## src/rtl/lsu_pkg.sv

```systemverilog
// ---------------------------------------------------------------------------
// lsu_pkg -- shared definitions for the load/store data-memory controller.
//
// Contents:
//   lsu_op_e      request op codes (bit 3 = store, bit 2 = unsigned load,
//                 bits 1:0 = access size)
//   lsu_state_e   controller FSM states
//   SZ_*          access-size encodings taken from op[1:0]
//   ANSCODE_ADDR  word address watched by the optional answer-code monitor
//   op_legal / op_misaligned / lane_sel / lane_wdata helper functions
// ---------------------------------------------------------------------------
package lsu_pkg;

    typedef enum logic [3:0] {
        OP_LB  = 4'h0,
        OP_LH  = 4'h1,
        OP_LW  = 4'h2,
        OP_LBU = 4'h4,
        OP_LHU = 4'h5,
        OP_SB  = 4'h8,
        OP_SH  = 4'h9,
        OP_SW  = 4'hA
    } lsu_op_e;

    typedef enum logic [1:0] {
        ST_IDLE,
        ST_ACCESS,
        ST_LOAD_WAIT,
        ST_RESP
    } lsu_state_e;

    localparam logic [1:0] SZ_BYTE = 2'b00;
    localparam logic [1:0] SZ_HALF = 2'b01;
    localparam logic [1:0] SZ_WORD = 2'b10;

    localparam logic [31:0] ANSCODE_ADDR = 32'h1001_0000;

    function automatic logic op_legal(input logic [3:0] op);
        case (op)
            OP_LB, OP_LH, OP_LW, OP_LBU, OP_LHU,
            OP_SB, OP_SH, OP_SW: return 1'b1;
            default:             return 1'b0;
        endcase
    endfunction

    // Size comes from op[1:0]; an illegal size is caught by op_legal.
    function automatic logic op_misaligned(input logic [3:0] op,
                                           input logic [1:0] off);
        case (op[1:0])
            SZ_HALF: return off[0];
            SZ_WORD: return off != 2'b00;
            default: return 1'b0;
        endcase
    endfunction

    function automatic logic [3:0] lane_sel(input logic [1:0] size,
                                            input logic [1:0] off);
        case (size)
            SZ_BYTE: return 4'b0001 << off;
            SZ_HALF: return off[1] ? 4'b1100 : 4'b0011;
            default: return 4'b1111;
        endcase
    endfunction

    // Store data is right-aligned; replicate it so every lane carries it.
    function automatic logic [31:0] lane_wdata(input logic [1:0]  size,
                                               input logic [31:0] wdata);
        case (size)
            SZ_BYTE: return {4{wdata[7:0]}};
            SZ_HALF: return {2{wdata[15:0]}};
            default: return wdata;
        endcase
    endfunction

endpackage

```

## src/rtl/lsu_load_align.sv

```systemverilog
// ---------------------------------------------------------------------------
// lsu_load_align -- combinational load extraction and extension.
//
// Ports:
//   size        access size (SZ_BYTE / SZ_HALF / SZ_WORD)
//   is_unsigned 1 = zero-extend (LBU/LHU), 0 = sign-extend (LB/LH)
//   byte_off    byte address bits [1:0] of the load
//   rdata       raw 32-bit word from data memory
//   data        aligned, extended load result
// ---------------------------------------------------------------------------
module lsu_load_align
    import lsu_pkg::*;
(
    input  logic [1:0]  size,
    input  logic        is_unsigned,
    input  logic [1:0]  byte_off,
    input  logic [31:0] rdata,
    output logic [31:0] data
);

    logic [7:0]  byte_val;
    logic [15:0] half_val;

    // NOTE: every always_comb output gets a default first so no path can
    // leave it unassigned and infer a latch.
    always_comb begin
        data     = '0;
        byte_val = rdata[{byte_off, 3'b000} +: 8];
        half_val = byte_off[1] ? rdata[31:16] : rdata[15:0];
        case (size)
            SZ_BYTE: data = is_unsigned ? {24'h0, byte_val}
                                        : {{24{byte_val[7]}}, byte_val};
            SZ_HALF: data = is_unsigned ? {16'h0, half_val}
                                        : {{16{half_val[15]}}, half_val};
            default: data = rdata;
        endcase
    end

endmodule

```

## src/rtl/lsu_dmem_ctrl.sv

```systemverilog
// ---------------------------------------------------------------------------
// lsu_dmem_ctrl -- single-outstanding load/store controller for a
// synchronous data memory (read data valid one clock after the address).
//
// Ports:
//   clk, rst_n           clock, asynchronous active-low reset
//   req_valid/req_ready  request handshake (ready only in IDLE)
//   req_op               LB/LH/LW/LBU/LHU/SB/SH/SW op code
//   req_addr, req_wdata  byte address, right-aligned store data
//   resp_valid           one-cycle completion pulse
//   resp_rdata, resp_err extended load data / misaligned-or-illegal flag,
//                        held until the next completion
//   dmem_we, dmem_addr   memory write enable and word address
//   dmem_wdata_sel       byte-lane select
//   dmem_wdata           lane-replicated store data
//   dmem_rdata           memory read data
//   ans_code             answer-code mirror
//
// Build option: define LSU_ANSCODE_MON_EN to mirror stores hitting
// ANSCODE_ADDR into ans_code; otherwise ans_code is tied to 0.
//
// Timing: accept edge -> ACCESS -> (LOAD_WAIT) -> RESP. Bad requests skip
// straight to RESP, so memory is never touched for them.
// ---------------------------------------------------------------------------
module lsu_dmem_ctrl
    import lsu_pkg::*;
(
    input  logic        clk,
    input  logic        rst_n,
    input  logic        req_valid,
    output logic        req_ready,
    input  logic [3:0]  req_op,
    input  logic [31:0] req_addr,
    input  logic [31:0] req_wdata,
    output logic        resp_valid,
    output logic [31:0] resp_rdata,
    output logic        resp_err,
    output logic        dmem_we,
    output logic [31:0] dmem_addr,
    output logic [3:0]  dmem_wdata_sel,
    output logic [31:0] dmem_wdata,
    input  logic [31:0] dmem_rdata,
    output logic [31:0] ans_code
);

    lsu_state_e  state, state_nxt;
    logic [3:0]  op_q;
    logic [31:0] addr_q;
    logic [31:0] wdata_q;
    logic        accept;
    logic        req_bad;
    logic        is_store;
    logic [31:0] load_data;

    assign accept   = req_valid && req_ready;
    assign req_bad  = !op_legal(req_op) || op_misaligned(req_op, req_addr[1:0]);
    assign is_store = op_q[3];

    // NOTE: state and datapath registers use non-blocking assignments so
    // every flop samples pre-edge values regardless of process order.
    always_ff @(posedge clk or negedge rst_n) begin
        if (!rst_n) state <= ST_IDLE;
        else        state <= state_nxt;
    end

    // Memory strobes are decoded from the state register only, so an
    // asynchronous reset removes dmem_we in the same instant.
    always_comb begin
        state_nxt      = state;
        req_ready      = 1'b0;
        resp_valid     = 1'b0;
        dmem_we        = 1'b0;
        dmem_addr      = '0;
        dmem_wdata_sel = '0;
        dmem_wdata     = '0;
        case (state)
            ST_IDLE: begin
                req_ready = 1'b1;
                if (req_valid) state_nxt = req_bad ? ST_RESP : ST_ACCESS;
            end
            ST_ACCESS: begin
                dmem_addr      = {addr_q[31:2], 2'b00};
                dmem_wdata_sel = lane_sel(op_q[1:0], addr_q[1:0]);
                if (is_store) begin
                    dmem_we    = 1'b1;
                    dmem_wdata = lane_wdata(op_q[1:0], wdata_q);
                    state_nxt  = ST_RESP;
                end else begin
                    state_nxt  = ST_LOAD_WAIT;
                end
            end
            ST_LOAD_WAIT: state_nxt = ST_RESP;
            ST_RESP: begin
                resp_valid = 1'b1;
                state_nxt  = ST_IDLE;
            end
            default: state_nxt = ST_IDLE;
        endcase
    end

    lsu_load_align u_load_align (
        .size        (op_q[1:0]),
        .is_unsigned (op_q[2]),
        .byte_off    (addr_q[1:0]),
        .rdata       (dmem_rdata),
        .data        (load_data)
    );

    // Response registers are written on the edge that enters RESP, then
    // held untouched until the next request reaches RESP.
    // NOTE: the request latches are reset too, so the outputs decoded from
    // them start at a known 0 and a reset mid-transaction leaves no residue.
    always_ff @(posedge clk or negedge rst_n) begin
        if (!rst_n) begin
            op_q       <= '0;
            addr_q     <= '0;
            wdata_q    <= '0;
            resp_rdata <= '0;
            resp_err   <= 1'b0;
        end else begin
            if (accept) begin
                op_q    <= req_op;
                addr_q  <= req_addr;
                wdata_q <= req_wdata;
                if (req_bad) begin
                    resp_rdata <= '0;
                    resp_err   <= 1'b1;
                end
            end
            case (state)
                ST_ACCESS: begin
                    if (is_store) begin
                        resp_rdata <= '0;
                        resp_err   <= 1'b0;
                    end
                end
                ST_LOAD_WAIT: begin
                    resp_rdata <= load_data;
                    resp_err   <= 1'b0;
                end
                default: ;
            endcase
        end
    end

`ifdef LSU_ANSCODE_MON_EN
    logic [31:0] ans_q;

    // Only stores reach dmem_we, and bad requests never reach ACCESS, so
    // the strobe itself qualifies a successful store.
    always_ff @(posedge clk or negedge rst_n) begin
        if (!rst_n) begin
            ans_q <= '0;
        end else if (dmem_we && dmem_addr == ANSCODE_ADDR) begin
            for (int i = 0; i < 4; i++) begin
                if (dmem_wdata_sel[i]) ans_q[8*i +: 8] <= dmem_wdata[8*i +: 8];
            end
        end
    end

    assign ans_code = ans_q;
`else
    assign ans_code = '0;
`endif

endmodule

```

## config.mk

```make
export PLATFORM = sky130hd
export DESIGN_NAME = lsu_dmem_ctrl
export DESIGN_NICKNAME = d
export VERILOG_FILES = /design/src/rtl/lsu_pkg.sv /design/src/rtl/lsu_load_align.sv /design/src/rtl/lsu_dmem_ctrl.sv
export SDC_FILE = /design/constraint.sdc
export NUM_CORES = 1
export LEC_CHECK = 0
export CORE_MARGIN = 4
export CORE_UTILIZATION = 44
export CTS_BUF_LIST = sky130_fd_sc_hd__clkbuf_4 sky130_fd_sc_hd__clkbuf_8
export CTS_CLUSTER_SIZE = 16
export DETAILED_ROUTE_END_ITERATION = 6
export HOLD_SLACK_MARGIN = 0.02
export PLACE_DENSITY = 0.89
export SYNTH_ARGS = -nofsm -noshare
export SYNTH_HDL_FRONTEND = slang
export SYNTH_SLANG_ARGS = --single-unit
```

## constraint.sdc

```tcl
create_clock -name clk -period 2.11 [get_ports clk]
set_input_delay 0.211 -clock clk [delete_from_list [all_inputs] [get_ports clk]]
set_output_delay 0.211 -clock clk [all_outputs]
set_load 0.01 [all_outputs]
```

# Word level (Yosys, flattened, before mapping)
# Memories as Yosys holds them, arrays and structs flattened.
# Index checks and enable logic that the tools add are counted.
[word_totals] reg_bits=103 mem_bits_ro=16 in_bits=103 out_inout_bits=136 n_memories=1
[memory_table] memory="(name not given)" words=16 word_bits=1 read_ports=1 rd_ports_with_merged_regs=0 write_ports=0 line="lsu_pkg.sv:39" source="case (op)"
[classes] eq_ne=7 n_shift=2 muxes=28 reduce_logical=6
[op_table] cell="2-to-1 mux 32 bit" count=8
[op_table] cell="case mux 32 bit (2 select lines)" count=3
[op_table] cell="variable part select 32 x 6 -> 8 bit" count=1
[op_table] cell="2-to-1 mux 16 bit" count=1
[op_table] cell="2-to-1 mux 1 bit" count=8
[op_table] cell="2-to-1 mux 4 bit" count=2
[op_table] cell="case mux 2 bit (4 select lines)" count=1
[op_table] cell="case mux 4 bit (2 select lines)" count=1
[op_table] cell="equality test 2 x 1 -> 1 bit (second input constant)" count=3
[op_table] cell="equality test 2 bit (second input constant)" count=3
[op_table] cell="logical NOT 2 bit" count=2
[op_table] cell="2-to-1 mux 2 bit" count=2
[op_table] cell="case mux 1 bit (2 select lines)" count=2
[op_table] cell="left shift 1 x 2 -> 4 bit (first input constant)" count=1
[op_table] cell="inequality test 2 bit (second input constant)" count=1
[op_table] cell="nonzero test 2 bit" count=1
[op_table] cell="logical AND 1 bit" count=1
[op_table] cell="logical NOT 1 bit" count=1
[op_table] cell="logical OR 1 bit" count=1

# Longest topological paths before layout
[depth] ltp_word=7 mapped_depth=8 ltp_nobuf=6

# Modules after synthesis
# Synthesis repeated with hierarchy kept, for this count alone.
[hier_totals] hier_cells=551 hier_area_um2=5744.3
[by_module_without_submodules] mod="lsu_dmem_ctrl" instances=1 cells_per_inst=429 area_per_inst_um2=5049.8 seq_area_each_um2=2577.5
[by_module_without_submodules] mod="lsu_load_align" instances=1 cells_per_inst=122 area_per_inst_um2=694.4 seq_area_each_um2=0.0

# Worst setup path after synthesis
# No wires, ideal clock.
[synth_path] path_kind="register to register" from="reg state[0]" to="reg resp_rdata[16]" arrival_time_ns=1.712 t_required_ns=1.984 path_slack_ns=0.272 path_stages_with_launch=8 path_buffers=1 cell_sequence="dfrtp_1 -> inv_1 -> ha_1 -> nand2_1 -> a211oi_1 -> nor2_1 -> buf_2 -> a221o_1"
[synth_via] elab_chain_cells=6 elab_cells_between_ends=8 cone_classes="eq/ne: 2; mux: 4; reduce/logical: 2"
[synth_rtl] element="start, declared" line="lsu_dmem_ctrl.sv:46" source="lsu_state_e state, state_nxt;"
[synth_rtl] element="start signal, assigned" line="lsu_dmem_ctrl.sv:63" source="else state <= state_nxt;"
[synth_rtl] element="logical NOT 2 bit (*)" line="lsu_dmem_ctrl.sv:76" source="case (state)"
[synth_rtl] element="2-to-1 mux 1 bit (*)" line="lsu_dmem_ctrl.sv:76"
[synth_rtl] element="named net req_ready" line="lsu_dmem_ctrl.sv:31" source="output logic req_ready,"
[synth_rtl] element="logical AND 1 bit (*)" line="lsu_dmem_ctrl.sv:55" source="assign accept = req_valid && req_ready;"
[synth_rtl] element="2-to-1 mux 32 bit (*)" line="lsu_dmem_ctrl.sv:121" source="if (accept) begin"
[synth_rtl] element="2-to-1 mux 32 bit" line="lsu_dmem_ctrl.sv:132" source="if (is_store) begin"
[synth_rtl] element="case mux 32 bit (2 select lines) (*)" line="lsu_dmem_ctrl.sv:130" source="case (state)"
[synth_rtl] element="end signal, assigned" line="lsu_dmem_ctrl.sv:138" source="resp_rdata <= load_data;"
[synth_rtl] element="end, declared" line="lsu_dmem_ctrl.sv:36" source="output logic [31:0] resp_rdata,"
# The timed path passes the listed nets; every way through them passes the cells marked *.
# A chain may end at the register's enable or synchronous reset.

# Worst setup path after layout
[layout_path] from="reg state[1]" to="out dmem_addr[4]"
[layout_via] elab_chain_cells=2
[layout_rtl] element="equality test 2 x 1 -> 1 bit" line="lsu_dmem_ctrl.sv:76"
[layout_rtl] element="2-to-1 mux 32 bit" line="lsu_dmem_ctrl.sv:76"
[layout_rtl] element="end, declared" line="lsu_dmem_ctrl.sv:39" source="output logic [31:0] dmem_addr,"
# No other way between the ends.

==> results.md <==
* Overall global routing resource usage at 0.219
* Classification of the worst-slack hold path: in -> async
* Post-route clock period utilization at 0.968
* Main flop type after synthesis: dfrtp_1
* Max Clock Freq at 490 MHz
* Final nets at ~800
* DRC marker count from the first detailed-route iteration at 460
* Total Power at roughly 0.011 W
* Total gr overflow at 0
* Dominant cell type by area after synthesis: dfrtp_1
* Clock Pin Slew Worst Setup and Hold Paths at 0.10 ns
* Endpoint arrival time on the critical path at 1.83 ns
* Final critical path time including I/O delays and setup at between 2 and 2.5 ns
* Row cnt at 40
* Async SR Flop Fraction at 1.00
* Die ar. at 0.0142 mm2
* Instance count of the mapped netlist at 481
* List of most frequent post-synthesis cells: 103 x dfrtp_1, 73 x mux2_2, 34 x buf_4
* Type of the worst setup path: reg -> out
* Number of placed cells counting well taps at 841
* Final Hold Vio Count at 0
* Count leader, synth: dfrtp_1
* Final Util at 0.658
* Sum of negative setup slack at 0 ns
* Clock H-tree levels at 3
* Area of the multi-input gates at 0.00258 mm2
* Number of register bits inferred by synthesis at ~100
* Post-DRT Antenna Nets at 0
* Buffers on Ports at about 200
* Cts bufs inserted at 9
* Endpoint kind of the worst setup timing path: output port
* Core region area at between 0.01 and 0.015 mm2
* Delay of the slowest cell on the worst path at 0.53 ns
* Via count at 4571
* Syn-to-layout area delta at 46.0%
* Root Buffer Master: clkbuf_8
* Drt pass-1 iters at 6
* Number of distinct library cell variants in the gate-level netlist after synthesis at 43
* Number of pins with negative max-slew slack in the final report at 0
* Pin count of the biggest net entering global routing at 72
* Cell types with the largest area share after synthesis: dfrtp_1 47%, mux2_2 15%, buf_4 4.7%, and2_1 3.7%, a221o_1 3.1%
* Peak supply drop at 0.637 mV
* Power density relative to cell area at 1350 mW/mm2
* Yosys warning count at 0
* Initial core utilization at 0.451
* Share of the yosys chip area belonging to registers at 0.474
* DP Worst Slack at -0.0104 ns
* Detailed Route WL at 15900 um
* Antenna violations before repair at 0
* Diode count at 0
* First-pass GRT wire length at 25100 um
* Synthesized area per cell at 11.3 um2
* Setup repair after global routing missed its margin: false
* I/O pin count at 239
* Clk sink count at 103
* Count of fill cells added during filler insertion at 962
* Maximum count of clock buffers along a single path at 2
* Slowest-stage cell, CP: clkdlybuf4s50_1
* Post-Syn Area at ~0.0054 mm2
* HPWL after detailed placement at 11900 um
* Number of enable flip-flop cells after synthesis at 0
* Leakage power at 4.03 nW
* Via density per instance at between 5 and 6
* Storage element area at between 0.002 and 0.003 mm2
* Final worst setup slack at 0.0683 ns
* Vias in the first global route at 4736
* Cell chain of the critical path: inv_2 > ha_4 > buf_6 > and2_1 > clkdlybuf4s50_1
* Status: finished clean
* Gpl congestion at just under 0.9
* Floorplan die height at 119 um
* # Max-Cap Violations at 0
* Post-route clock skew at 0.0228 ns
* Setup violators final at 0
* Slew @ Worst Pin at roughly 0.64 ns
* DRC violation count after routing at 0
* Area share of the leading cell type in the synthesized netlist at 0.474
* Die Width at 119 um
* CTS tree: yes
* Max-slew headroom at the worst pin at 0.573
* Crit path required time at 1.90 ns
* Clock insertion delay at the later pin of the skew report at 0.37 ns
* Largest fanout on the critical path at 13
* Type of origin of the critical path: flip-flop
* Average wire per cell in the routed design at 18.5 um
* Final instance count without filler cells at 860
* Proportion of layout cells with a drive suffix above 1 at 0.189
[repair_timing]
action | CTS | global route
endpoints found under the setup margin | 82 | 32
hold endpoints to repair | 49 | 0
pin swaps | 0 | 0
gates resized for setup | 57 | 31
hold buffers | 1 | 0
setup buffers | 1 | 1
[through the flow]
stage / hold slack [ns] / area [um2]
3_3_place_gp: 0.266 / 7610
5_1_grt: 0.427 / 7940
3_5_place_dp: 0.277 / 7610
2_1_floorplan: -0.0846 / 5560
6_report: 0.394 / 7940
4_1_cts: 0.420 / 7850
[layout make-up]
type | instances | area share
Clock buffer | 12 | 0.0200
Clock inverter | 4 | 0.00662
Inverter | 9 | 0.00426
Multi-Input combinational cell | 336 | 0.325
Sequential cell | 103 | 0.325
Tap cell | 168 | 0.0265
Timing Repair Buffer | 228 | 0.292
[critical path, delay by kind of cell, from the launching register on]
kind,cells,cell delay [ns]
fa+ha+maj,1,0.17
buf+inv,3,0.77
flops,1,0.41
simple gates,1,0.13
[flip-flops by register name, summed over array words and instances (netlist names)]
name and cells:
resp_err 1, op_q 4, state 2, addr_q 32, wdata_q 32, resp_rdata 32
[power by group]
group	total [W]	internal, W	switching (W)
Clock	0.00132	0.000632	0.000684
Sequential	0.00359	0.00291	0.000675
Combinational	0.00582	0.00307	0.00275
Total	0.0107	0.00662	0.00410
[path summary, 6_finish.rpt]
path,start,to,cells past startpoint,slack [ns]
min in group clk,req_wdata[16],wdata_q[16],2,0.45
worst min-delay path,rst_n,wdata_q[5],2,0.39
worst max register to register,op_q[1],resp_rdata[0],5,0.15
max in group asynchronous,rst_n,state[0],3,0.98
worst min register to register,addr_q[31],addr_q[31],1,0.51
worst max-delay path,state[1],dmem_addr[4],5,0.07
[cells in the final DEF (no fill, tap or decap), types with 9 or more instances in the layout]
| master | n |
|---|---|
| nand2_1 | 22 |
| dfrtp_1 | 100 |
| a21oi_1 | 16 |
| clkdlybuf4s50_1 | 138 |
| dlygate4sd2_1 | 35 |
| mux2i_1 | 16 |
| and3_1 | 9 |
| buf_4 | 16 |
| clkbuf_8 | 11 |
| mux2_2 | 73 |
| and2_1 | 32 |
| nor2_1 | 31 |
| o2bb2ai_1 | 17 |
| dlymetal6s2s_1 | 29 |
| conb_1 | 34 |
| a221o_1 | 17 |
[logic make-up (layout without fill, tap and decap cells)]
family	after synthesis	in the layout	share of synthesized area
AO/OA/AOI/OAI	92	92	0.135
AND/OR/NAND/NOR	111	111	0.104
multiplexers	91	91	0.187
other	1	34	0.000690
flip-flops	103	103	0.474
buffers and inverters	75	253	0.0817
adder cells (fa/ha/maj)	8	8	0.0184
[metal layers]
metal | vias up | share of wire | track usage
li1 | 2084 | - | -
met1 | 2235 | 0.39 | 0.270
met2 | 231 | 0.51 | 0.377
met3 | 21 | 0.089 | 0.0617
met4 | 0 | 0.013 | 0.0608
met5 | - | 0 | 0
Note: power is estimated with default switching activity, not from simulation.
